<file path="src/rtl/clk_div_multi_pkg.sv">
// Shared definitions for the multi-channel clock divider.
// Default ratio width, the bypass threshold and the phase-length helpers
// used by every channel slice.
`timescale 1ns/100ps
package clk_div_multi_pkg;

    localparam int INT_WIDTH_DEF    = 8;
    // Ratios at or below this value never enter divide mode.
    localparam int RATIO_BYPASS_MAX = 1;

    // Channel operating mode; this is the state exposed on o_div_mode.
    typedef enum logic {
        MODE_BYPASS = 1'b0,
        MODE_DIVIDE = 1'b1
    } ch_mode_e;

    // Low phase length for ratio n: floor(n/2) reference cycles.
    function automatic int unsigned phase_low(input int unsigned n);
        return n >> 1;
    endfunction

    // High phase length for ratio n: ceil(n/2) reference cycles.
    function automatic int unsigned phase_high(input int unsigned n);
        return n - (n >> 1);
    endfunction

endpackage

</file>
<file path="src/rtl/clk_div_channel.sv">
// One divided-clock slice: phase counter, shadowed ratio/enable,
// negedge output-select flop and the final clock mux.
// Optional macro CLK_DIV_PULSE_EN adds div_pulse_o, a one-cycle strobe
// in the cycle div_q rises.
`timescale 1ns/100ps
module clk_div_channel
    import clk_div_multi_pkg::*;
#(
    parameter int INT_WIDTH = INT_WIDTH_DEF
) (
    input  logic                 ref_clk_i,
    input  logic                 rst_ni,
    input  logic                 clk_en_i,
    input  logic [INT_WIDTH-1:0] div_ratio_i,
`ifdef CLK_DIV_PULSE_EN
    output logic                 div_pulse_o,
`endif
    output logic                 div_clk_o,
    output logic [INT_WIDTH-1:0] ratio_act_o,
    output logic                 div_mode_o
);

    logic [INT_WIDTH-1:0] cnt_q, cnt_d;
    logic                 div_q, div_d;
    logic [INT_WIDTH-1:0] ratio_act_q, ratio_act_d;
    logic                 en_act_q, en_act_d;
    logic                 sel_q, sel_d;
    logic [INT_WIDTH-1:0] phase_last;
    ch_mode_e             mode;

    // Mode follows only the shadow registers, so it can change solely at a
    // period boundary (or every cycle while already in bypass).
    assign mode = (en_act_q && (int'(ratio_act_q) > RATIO_BYPASS_MAX)) ? MODE_DIVIDE
                                                                        : MODE_BYPASS;

    // Last counter value of the current phase; high phase is the longer one
    // for odd ratios. Only meaningful in divide mode (ratio >= 2).
    assign phase_last = INT_WIDTH'((div_q ? phase_high(32'(ratio_act_q))
                                          : phase_low(32'(ratio_act_q))) - 32'd1);

    // Next-state: count phases in divide mode, resample shadows at the falling
    // edge of div_q, and resample every cycle while bypassed.
    always_comb begin
        cnt_d       = cnt_q;
        div_d       = div_q;
        ratio_act_d = ratio_act_q;
        en_act_d    = en_act_q;
        if (mode == MODE_BYPASS) begin
            cnt_d       = '0;
            div_d       = 1'b0;
            ratio_act_d = div_ratio_i;
            en_act_d    = clk_en_i;
        end else if (cnt_q == phase_last) begin
            cnt_d = '0;
            div_d = ~div_q;
            if (div_q) begin
                ratio_act_d = div_ratio_i;
                en_act_d    = clk_en_i;
            end
        end else begin
            cnt_d = cnt_q + INT_WIDTH'(1);
        end
    end

    // Counter, divided clock and shadow registers.
    always_ff @(posedge ref_clk_i or negedge rst_ni) begin
        if (!rst_ni) begin
            cnt_q       <= '0;
            div_q       <= 1'b0;
            ratio_act_q <= '0;
            en_act_q    <= 1'b0;
        end else begin
            cnt_q       <= cnt_d;
            div_q       <= div_d;
            ratio_act_q <= ratio_act_d;
            en_act_q    <= en_act_d;
        end
    end

    assign sel_d = (mode == MODE_DIVIDE);

    // Output select changes only while ref clock is low and div_q is 0,
    // so both mux inputs are low at the switch and no glitch can escape.
    always_ff @(negedge ref_clk_i or negedge rst_ni) begin
        if (!rst_ni) begin
            sel_q <= 1'b0;
        end else begin
            sel_q <= sel_d;
        end
    end

    assign div_clk_o   = sel_q ? div_q : ref_clk_i;
    assign ratio_act_o = ratio_act_q;
    assign div_mode_o  = (mode == MODE_DIVIDE);

`ifdef CLK_DIV_PULSE_EN
    logic pulse_q, pulse_d;
    assign pulse_d = div_d & ~div_q;

    // Registered strobe that is high in the cycle div_q is high for the first time.
    always_ff @(posedge ref_clk_i or negedge rst_ni) begin
        if (!rst_ni) begin
            pulse_q <= 1'b0;
        end else begin
            pulse_q <= pulse_d;
        end
    end

    assign div_pulse_o = pulse_q;
`endif

endmodule

</file>
<file path="src/rtl/clk_div_multi.sv">
// NUM_CH-channel integer clock divider driven by one reference clock.
// Each channel is an independent clk_div_channel slice.
// Optional macro CLK_DIV_PULSE_EN adds o_div_pulse[NUM_CH].
`timescale 1ns/100ps
module clk_div_multi
    import clk_div_multi_pkg::*;
#(
    parameter int INT_WIDTH = INT_WIDTH_DEF,
    parameter int NUM_CH    = 2
) (
    input  logic                        i_ref_clk,
    input  logic                        i_rst_n,
    input  logic [NUM_CH-1:0]           i_clk_en,
    input  logic [NUM_CH*INT_WIDTH-1:0] i_div_ratio,
`ifdef CLK_DIV_PULSE_EN
    output logic [NUM_CH-1:0]           o_div_pulse,
`endif
    output logic [NUM_CH-1:0]           o_div_clk,
    output logic [NUM_CH*INT_WIDTH-1:0] o_ratio_act,
    output logic [NUM_CH-1:0]           o_div_mode
);

    for (genvar k = 0; k < NUM_CH; k++) begin : g_ch
        clk_div_channel #(
            .INT_WIDTH (INT_WIDTH)
        ) u_ch (
            .ref_clk_i   (i_ref_clk),
            .rst_ni      (i_rst_n),
            .clk_en_i    (i_clk_en[k]),
            .div_ratio_i (i_div_ratio[k*INT_WIDTH +: INT_WIDTH]),
`ifdef CLK_DIV_PULSE_EN
            .div_pulse_o (o_div_pulse[k]),
`endif
            .div_clk_o   (o_div_clk[k]),
            .ratio_act_o (o_ratio_act[k*INT_WIDTH +: INT_WIDTH]),
            .div_mode_o  (o_div_mode[k])
        );
    end

endmodule
</file>
<file path="config.mk">
export PLATFORM = sky130hd
export DESIGN_NAME = clk_div_multi
export DESIGN_NICKNAME = d
export VERILOG_FILES = /design/src/rtl/clk_div_multi_pkg.sv /design/src/rtl/clk_div_channel.sv /design/src/rtl/clk_div_multi.sv
export SDC_FILE = /design/constraint.sdc
export NUM_CORES = 1
export LEC_CHECK = 0
export ABC_AREA = 0
export CAP_MARGIN = 20
export CORE_ASPECT_RATIO = 1.4
export CORE_MARGIN = 4
export CORE_UTILIZATION = 51
export CTS_CLUSTER_SIZE = 10
export DETAILED_ROUTE_END_ITERATION = 16
export PLACE_DENSITY = 0.87
export SKIP_LAST_GASP = 1
export SYNTH_ARGS = -nofsm -noshare
export SYNTH_HDL_FRONTEND = slang
export SYNTH_SLANG_ARGS = --single-unit
</file>
<file path="constraint.sdc">
create_clock -name i_ref_clk -period 3.5 [get_ports i_ref_clk]
set_input_delay 0.35 -clock i_ref_clk [delete_from_list [all_inputs] [get_ports i_ref_clk]]
set_output_delay 0.35 -clock i_ref_clk [all_outputs]
set_load 0.02 [all_outputs]
</file>
Word level (Yosys, flattened, before mapping)
Index checks and enable logic that the tools add are counted.
{ "totals": {"regBits": 38, "inputBits": 20, "out_inout_bits": 20, "word_cells": 56} }
{ "classes": {"add_sub_neg": 6, "order_cmp": 2, "n_eq_ne": 6, "mux": 26, "n_bitwise": 2, "n_reduce_logical": 4} }
{ "op_table": {"columns": ["operator", "n"], "rows": [
  ["$mux W8", 12],
  ["$add A8 B1 Y8 const B", 2],
  ["$eq A8 B8 Y1", 2],
  ["$gt A8 B1 Y1 const B", 2],
  ["$sub A8 B1 Y8 const B", 2],
  ["$sub A8 B7 Y8", 2],
  ["$mux W1", 14],
  ["$ne A2 B1 Y1 const B", 2],
  ["$ne A2 B2 Y1 const B", 2],
  ["$reduce_and A2 Y1", 2],
  ["$logic_and A1 B1 Y1", 2],
  ["$not A1 Y1", 2]
]} }

Logic depth before layout (Yosys ltp)
Gate-level depths: netlist (run 1).
{ "depth": {"depth_word": 6, "ltp_mapped": 14} }

By module
From an unflattened synthesis (run 1), not the netlist that was laid out.
{ "hier_totals": {"hier_cells": 355, "area_unflattened_um2": 3395.8} }
{ "modules_own_cells": {"columns": ["module", "instances", "cells_each", "area_per_inst_um2"], "rows": [
  ["clk_div_channel at g_ch[0].u_ch", 1, 192, 1810.5],
  ["clk_div_channel at g_ch[1].u_ch", 1, 163, 1585.3]
]} }

==> metrics.txt, run 1 <==
most frequent CP cell=nand4_1; Port Buffers=39; min Tclk post-route=3.438 ns; Core Footprint=6254 sq um; endpoints failing setup=0; top_reg_cell synth=dfrtp_1; Yosys top cell by area=dfrtp_1; Detailed Route WL=8.976 mm; CP Launch Type=flop; mapped cell area=3312 sq um; die width=76.11 microns; io pins=40; Buf/Inv on CP=1; WS Path Type=reg -> reg; share of cells above drive strength 1=0.2089; Max-cap violations=0; Layout Utilization=0.6785; Worst Path Arrival=3.73 ns; Placed Cells=480; vias per cell=6.189; RD Place Congestion=0.9369; largest net degree at the start of global routing=32; global route hottest layer=met2; met1 Track Usage GR=0.1988; final hold vios=0; Max FO, Critical Path=10; die height=103.4 microns; Critical Path End Type=flop; RSZ-0062 raised after global routing=true; initial antenna violation count=0; Max Fclk=0.2909 GHz; EDFF count, synth=0; Post-route DRC=0; Area contributors post-synth=dfrtp_1 (27%), ha_1 (11%), xnor2_1 (5.6%); Worst path max stage delay=0.45 ns; Final Cycle Share=0.9823; Slew Limit Headroom=0.6184; GRT Residual Overflow=0; Crit path max-delay family=compound AO/OA/AOI/OAI gates; average cell area after synthesis=9.225 sq um; Setup Skew=0.01757 ns; Tightest Pin Transition=0.5724 ns; FP Rows=34; final non-filler cell total=498; design area=4243 sq um; FF+latch count, synth=38; n_diodes=0; DR WL/cell=18.02 microns; CTS tree=done; asr flop ratio synth=1.000; GRT met3 Usage=0.05546; Area Overhead vs Synth=28.11%; Seq/Total Area, Yosys=0.2871; CP max stage cell=o31a_4; Initial Util=0.5296; DRT Pass-1 Iters=5; Nets=477; worst-skew pair later-pin latency=0.42 ns; vias in the first global route=3138; Setup TNS=0 ns; die area=7865 sq um; Synth Warn #=0; Tot GR Track Use=0.2143; DP Area=3890 sq um; global-route wire length before repair=13.59 mm; final slew viol count=0; M2 GR Usage=0.4307; WP data required=3.79 ns; drt initial violations=180; CP Cell Sequence=inv_1 -> ha_1 -> nor2b_2 -> o21ai_0 -> and4_1 -> o31ai_4 -> nand4_1 -> xnor2_1 -> nand4_1 -> o31a_4 -> mux2_1; Post-DP HPWL=6.183 mm; run status=finished clean; HP Class=in -> async; Synth top area share=0.2720; antenna-violating nets left=0; Mapped Cells=359; routed vias=3082; Yosys cell types=69; Clock Pin Slew Worst Setup and Hold Paths=0.08 ns; Syn Nets=411
## repair_timing
item	CTS	global route
endpoints found under the setup margin	13	26
pin swaps	1	8
hold buffers	1	0
cloned	0	2
buffers inserted	0	3
endpoints found under the hold margin	5	0
gates resized for setup	10	19
## per-stage QoR
stage / hold WS (ns) / setup slack (ns)
5_1_grt: 0.3758 / -0.05272
4_1_cts: 0.3413 / 0.02642
3_3_place_gp: 0.2158 / 0.1215
2_1_floorplan: 0.05441 / 0.1098
6_report: 0.3323 / 0.06211
3_5_place_dp: 0.2228 / -0.05752
## flip-flops by register name (all words and copies together) (netlist names)
name and cells:
g_ch.u_ch.sel_q 2, g_ch.u_ch.ratio_act_o 16, g_ch.u_ch.div_q 2, g_ch.u_ch.cnt_q 16, g_ch.u_ch.en_act_q 2
## Yosys cell counts, drive strengths merged, types with 3 or more instances
| library cell | number |
|---|---|
| mux2i | 8 |
| a31o | 3 |
| o31ai | 3 |
| nand4 | 3 |
| o2111a | 3 |
| and3 | 5 |
| clkbuf | 4 |
| or2 | 5 |
| dfrtp | 36 |
| xnor2 | 21 |
| nor4 | 5 |
| buf | 12 |
| a211oi | 3 |
| o211ai | 6 |
| nor2 | 28 |
| nor4bb | 3 |
| inv | 30 |
| a31oi | 6 |
| xor2 | 17 |
| mux2 | 18 |
| ha | 30 |
| or3 | 3 |
| o21ai | 9 |
| nand3 | 12 |
| a21oi | 10 |
| nor3 | 9 |
| nand2 | 19 |
| nor2b | 11 |
## metal layers
metal | wire length [microns] | up-vias
met5 | 0 | -
met4 | 384 | 0
met3 | 474 | 44
met2 | 5000 | 140
met1 | 3117 | 1483
li1 | - | 1415
## worst reg2reg max path, delay by kind of cell, from the launching register on
| family | cells | cell delay (ns) |
|---|---|---|
| and+or+nand+nor | 4 | 0.94 |
| AOI/OAI and AO/OA | 3 | 0.98 |
| adders and majority gates | 1 | 0.44 |
| buffers and inverters | 1 | 0.09 |
| xor gates and xnor gates | 1 | 0.17 |
| DFF | 1 | 0.35 |
| muxes | 1 | 0.35 |
## final cells by class
cell class | count | area (sq um)
well taps | 72 | 90.09
repair buffers | 67 | 593.1
multi-input cells | 277 | 2286
fillers | 446 | 2011
clock buffers | 12 | 147.6
flip-flops and latches | 38 | 953.4
inverters | 30 | 112.6
clock inverters | 2 | 60.06
## path summary, 6_finish.rpt
path	startpoint	endpoint	slack, ns	depth (start not counted)
worst max-delay path	g_ch[1].u_ch.ratio_act_o[4]$_DFFE_PN0P_	g_ch[1].u_ch.ratio_act_o[7]$_DFFE_PN0P_	0.06	11
worst min-delay path	i_rst_n	g_ch[0].u_ch.cnt_q[7]$_DFF_PN0_	0.33	2
worst max register to register	g_ch[1].u_ch.ratio_act_o[4]$_DFFE_PN0P_	g_ch[1].u_ch.ratio_act_o[7]$_DFFE_PN0P_	0.06	11
worst min register to register	g_ch[1].u_ch.cnt_q[0]$_DFF_PN0_	g_ch[1].u_ch.cnt_q[0]$_DFF_PN0_	0.52	1
max in group asynchronous	i_rst_n	g_ch[0].u_ch.sel_q$_DFF_NN0_	1.32	2
min in group i_ref_clk	i_clk_en[1]	g_ch[1].u_ch.en_act_q$_DFFE_PN0P_	0.50	2
## cell families after synthesis
family                   after synthesis  share of synthesized area
AO/OA/AOI/OAI                         64                     0.1458
adder cells (fa/ha/maj)               32                     0.1254
multiplexers                          26                    0.08538
AND/OR/NAND/NOR                      115                     0.1938
flip-flops                            38                     0.2871
XOR/XNOR                              38                     0.1005
buffers and inverters                 46                    0.06195
## cell usage in the layout, fill, tap and decap left out, types with 12 or more instances in the layout
cell and count:
xor2_1 17, nand3_1 12, ha_1 29, inv_1 29, buf_4 29, xnor2_1 20
dfrtp_1 34, clkdlybuf4s50_1 36, nand2_1 19, nor2_1 28
Power of run 1 is not shown: default switching activity piles up to over one toggle a cycle in this logic, so the estimate is an artifact.
==> run 2: changes to the inputs <==
--- a/config.mk
+++ b/config.mk
@@ -8,7 +8,6 @@
 export ABC_AREA = 0
 export CAP_MARGIN = 20
 export CORE_ASPECT_RATIO = 1.4
-export CORE_MARGIN = 4
 export CORE_UTILIZATION = 51
 export CTS_CLUSTER_SIZE = 10
 export DETAILED_ROUTE_END_ITERATION = 16
@@ -17,3 +16,4 @@
 export SYNTH_ARGS = -nofsm -noshare
 export SYNTH_HDL_FRONTEND = slang
 export SYNTH_SLANG_ARGS = --single-unit
+export TNS_END_PERCENT = 10
==> run 2 against run 1 <==
The run now ends with setup timing left. Final cell count is 0.40% lower. Fmax is 2.7% lower. Core utilization is 1.7 points lower. Sequential share of layout area is 0.57 points higher. Clock skew is 0.0026 ns higher. Worst hold slack worse by 0.0067 ns. Sequential cell count stayed put. Die area is 13% lower. Highest routed layer unchanged.
==> metrics.txt, run 2 (synthesis gave the netlist of run 1 again) <==
run status=finished with violations (was finished clean); failing checks=setup timing; Setup Skew=0.02013 ns (was 0.01757 ns); # fillers=492 (was 446); Critical Path End Type=flop (unchanged); RD Place Congestion=0.8727 (was 0.9369); DRT Pass-1 Iters=4 (was 5); met1 Track Usage GR=0.2455 (was 0.1988); most frequent cells in the layout=clkdlybuf4s50_1 (36), dfrtp_1 (34), inv_1 (30), ha_1 (30) (was clkdlybuf4s50_1 (36), dfrtp_1 (34), inv_1 (29), ha_1 (29), buf_4 (29)); M2 GR Usage=0.4460 (was 0.4307); Worst path max stage delay=0.45 ns (about the same); Detailed Route WL=8.661 mm (was 8.976 mm); largest net degree at the start of global routing=33 (was 32); CP max stage cell=dfrtp_2 (was o31a_4); setup slack after layout=-0.03313 ns (was 0.06211 ns); FP Rows=34 (unchanged); RSZ-0062 raised after global routing=true (unchanged); die height=97.35 microns (was 103.4 microns); initial antenna violation count=0 (unchanged); CTS tree=done (unchanged); endpoints failing setup=3 (was 0); routed vias=3018 (was 3082); die width=70.11 microns (was 76.11 microns); dpl ws=-0.06772 ns (was -0.05752 ns); worst-skew pair later-pin latency=0.42 ns (about the same); Post-DP HPWL=5.908 mm (was 6.183 mm); Slew Limit Headroom=0.5140 (was 0.6184); GRT met3 Usage=0.07261 (was 0.05546); global-route wire length before repair=13.17 mm (was 13.59 mm); vias in the first global route=2954 (was 3138); CP Cell Sequence=ha_1 -> inv_1 -> fa_2 -> nor2b_2 -> o2111ai_2 -> and4_1 -> o31ai_2 -> buf_4 -> xnor2_1 -> xor2_1 -> a31oi_2 -> o31a_2 -> mux2_1 (was inv_1 -> ha_1 -> nor2b_2 -> o21ai_0 -> and4_1 -> o31ai_4 -> nand4_1 -> xnor2_1 -> nand4_1 -> o31a_4 -> mux2_1); commonest non-fill, non-tap cell in the layout=clkdlybuf4s50_1 (unchanged); Nets=476 (was 477); Tightest Pin Transition=0.7290 ns (was 0.5724 ns); Core Footprint=6254 sq um (unchanged); global route hottest layer=met2 (unchanged); antenna-violating nets left=0 (unchanged); Tot GR Track Use=0.2442 (was 0.2143); hold slack=0.3255 ns (was 0.3323 ns); io pins=40 (unchanged); drt initial violations=163 (was 180); Post-route DRC=0 (unchanged); Max-cap violations=0 (unchanged); final slew viol count=0 (unchanged); Final Cycle Share=1.009 (was 0.9823); GRT Residual Overflow=0 (unchanged); CP Launch Type=flop (unchanged); WP data required=3.79 ns (about the same); Max FO, Critical Path=5 (was 10); Port Buffers=39 (unchanged); vias per cell=6.085 (was 6.189); share of cells above drive strength 1=0.1981 (was 0.2089); final hold vios=0 (unchanged); Clock Pin Slew Worst Setup and Hold Paths=0.08 ns (about the same); Max Fclk=0.2830 GHz (was 0.2909 GHz); WS Path Type=reg -> reg (unchanged); Worst Path Arrival=3.82 ns (was 3.73 ns); min Tclk post-route=3.533 ns (was 3.438 ns); n_diodes=0 (unchanged); DR WL/cell=17.46 microns (was 18.02 microns); HP Class=in -> async (unchanged); Initial Util=0.5296 (unchanged); Area Overhead vs Synth=24.93% (was 28.11%); die area=6825 sq um (was 7865 sq um)
## run 2: per-stage QoR
stage            util  setup TNS (ns)  cells  area, sq um
2_1_floorplan       -               0    359         3312
3_3_place_gp   0.6196         -0.1143    478         3875
3_5_place_dp   0.6196         -0.6910    478         3875
4_1_cts        0.6441         -0.2129    490         4028
5_1_grt        0.6617          -2.923    496         4138
6_report       0.6617        -0.09479    496         4138
## run 2: final timing paths
check                      slack, ns                                      end                               startpoint  depth (start not counted)
setup / recovery               -0.03  g_ch[1].u_ch.ratio_act_o[4]$_DFFE_PN0P_  g_ch[1].u_ch.ratio_act_o[1]$_DFFE_PN0P_                         13
max in group asynchronous       1.36             g_ch[0].u_ch.sel_q$_DFF_NN0_                                  i_rst_n                          2
setup reg to reg               -0.03  g_ch[1].u_ch.ratio_act_o[4]$_DFFE_PN0P_  g_ch[1].u_ch.ratio_act_o[1]$_DFFE_PN0P_                         13
hold reg to reg                 0.51          g_ch[1].u_ch.cnt_q[0]$_DFF_PN0_          g_ch[1].u_ch.cnt_q[0]$_DFF_PN0_                          1
hold / removal                  0.33           g_ch[0].u_ch.div_q$_DFFE_PN0P_                                  i_rst_n                          2
min in group i_ref_clk          0.51        g_ch[1].u_ch.en_act_q$_DFFE_PN0P_                              i_clk_en[1]                          2
## run 2: critical path: cells and delay by family, from the launching register on
| kind | cells | cell delay [ns] |
|---|---|---|
| AO/OA/AOI/OAI | 4 | 1.04 |
| AND/OR/NAND/NOR | 2 | 0.49 |
| flip-flops | 1 | 0.45 |
| adder cells (fa/ha/maj) | 2 | 0.43 |
| XOR/XNOR | 2 | 0.41 |
| multiplexers | 1 | 0.31 |
| buffers and inverters | 2 | 0.25 |
## run 2: routing by layer
layer	share of wire	routed length, microns	up-vias
met1	0.36	3131	1450
met4	0.048	414	0
met2	0.53	4626	120
met5	0	0	-
met3	0.056	489	38
li1	-	-	1410
## run 2: timing repair
item                                    4_1_cts  5_1_grt
endpoints found under the setup margin       19       29
resized for setup                             8       14
pin swaps                                     1        8
gates cloned                                  0        2
setup buffers                                 0        4
endpoints found under the hold margin         4        0
hold buffers                                  1        0
## run 2: area by class of cell
class | count | area, sq um | area share
clock buffer | 11 | 140.1 | 0.03387
clock inverter | 2 | 10.01 | 0.002419
inverter | 30 | 112.6 | 0.02721
multi-input combinational | 277 | 2246 | 0.5428
sequential | 38 | 953.4 | 0.2304
tap | 72 | 90.09 | 0.02177
timing repair buffer | 66 | 585.6 | 0.1415
Power of run 2 is left out for the same reason.
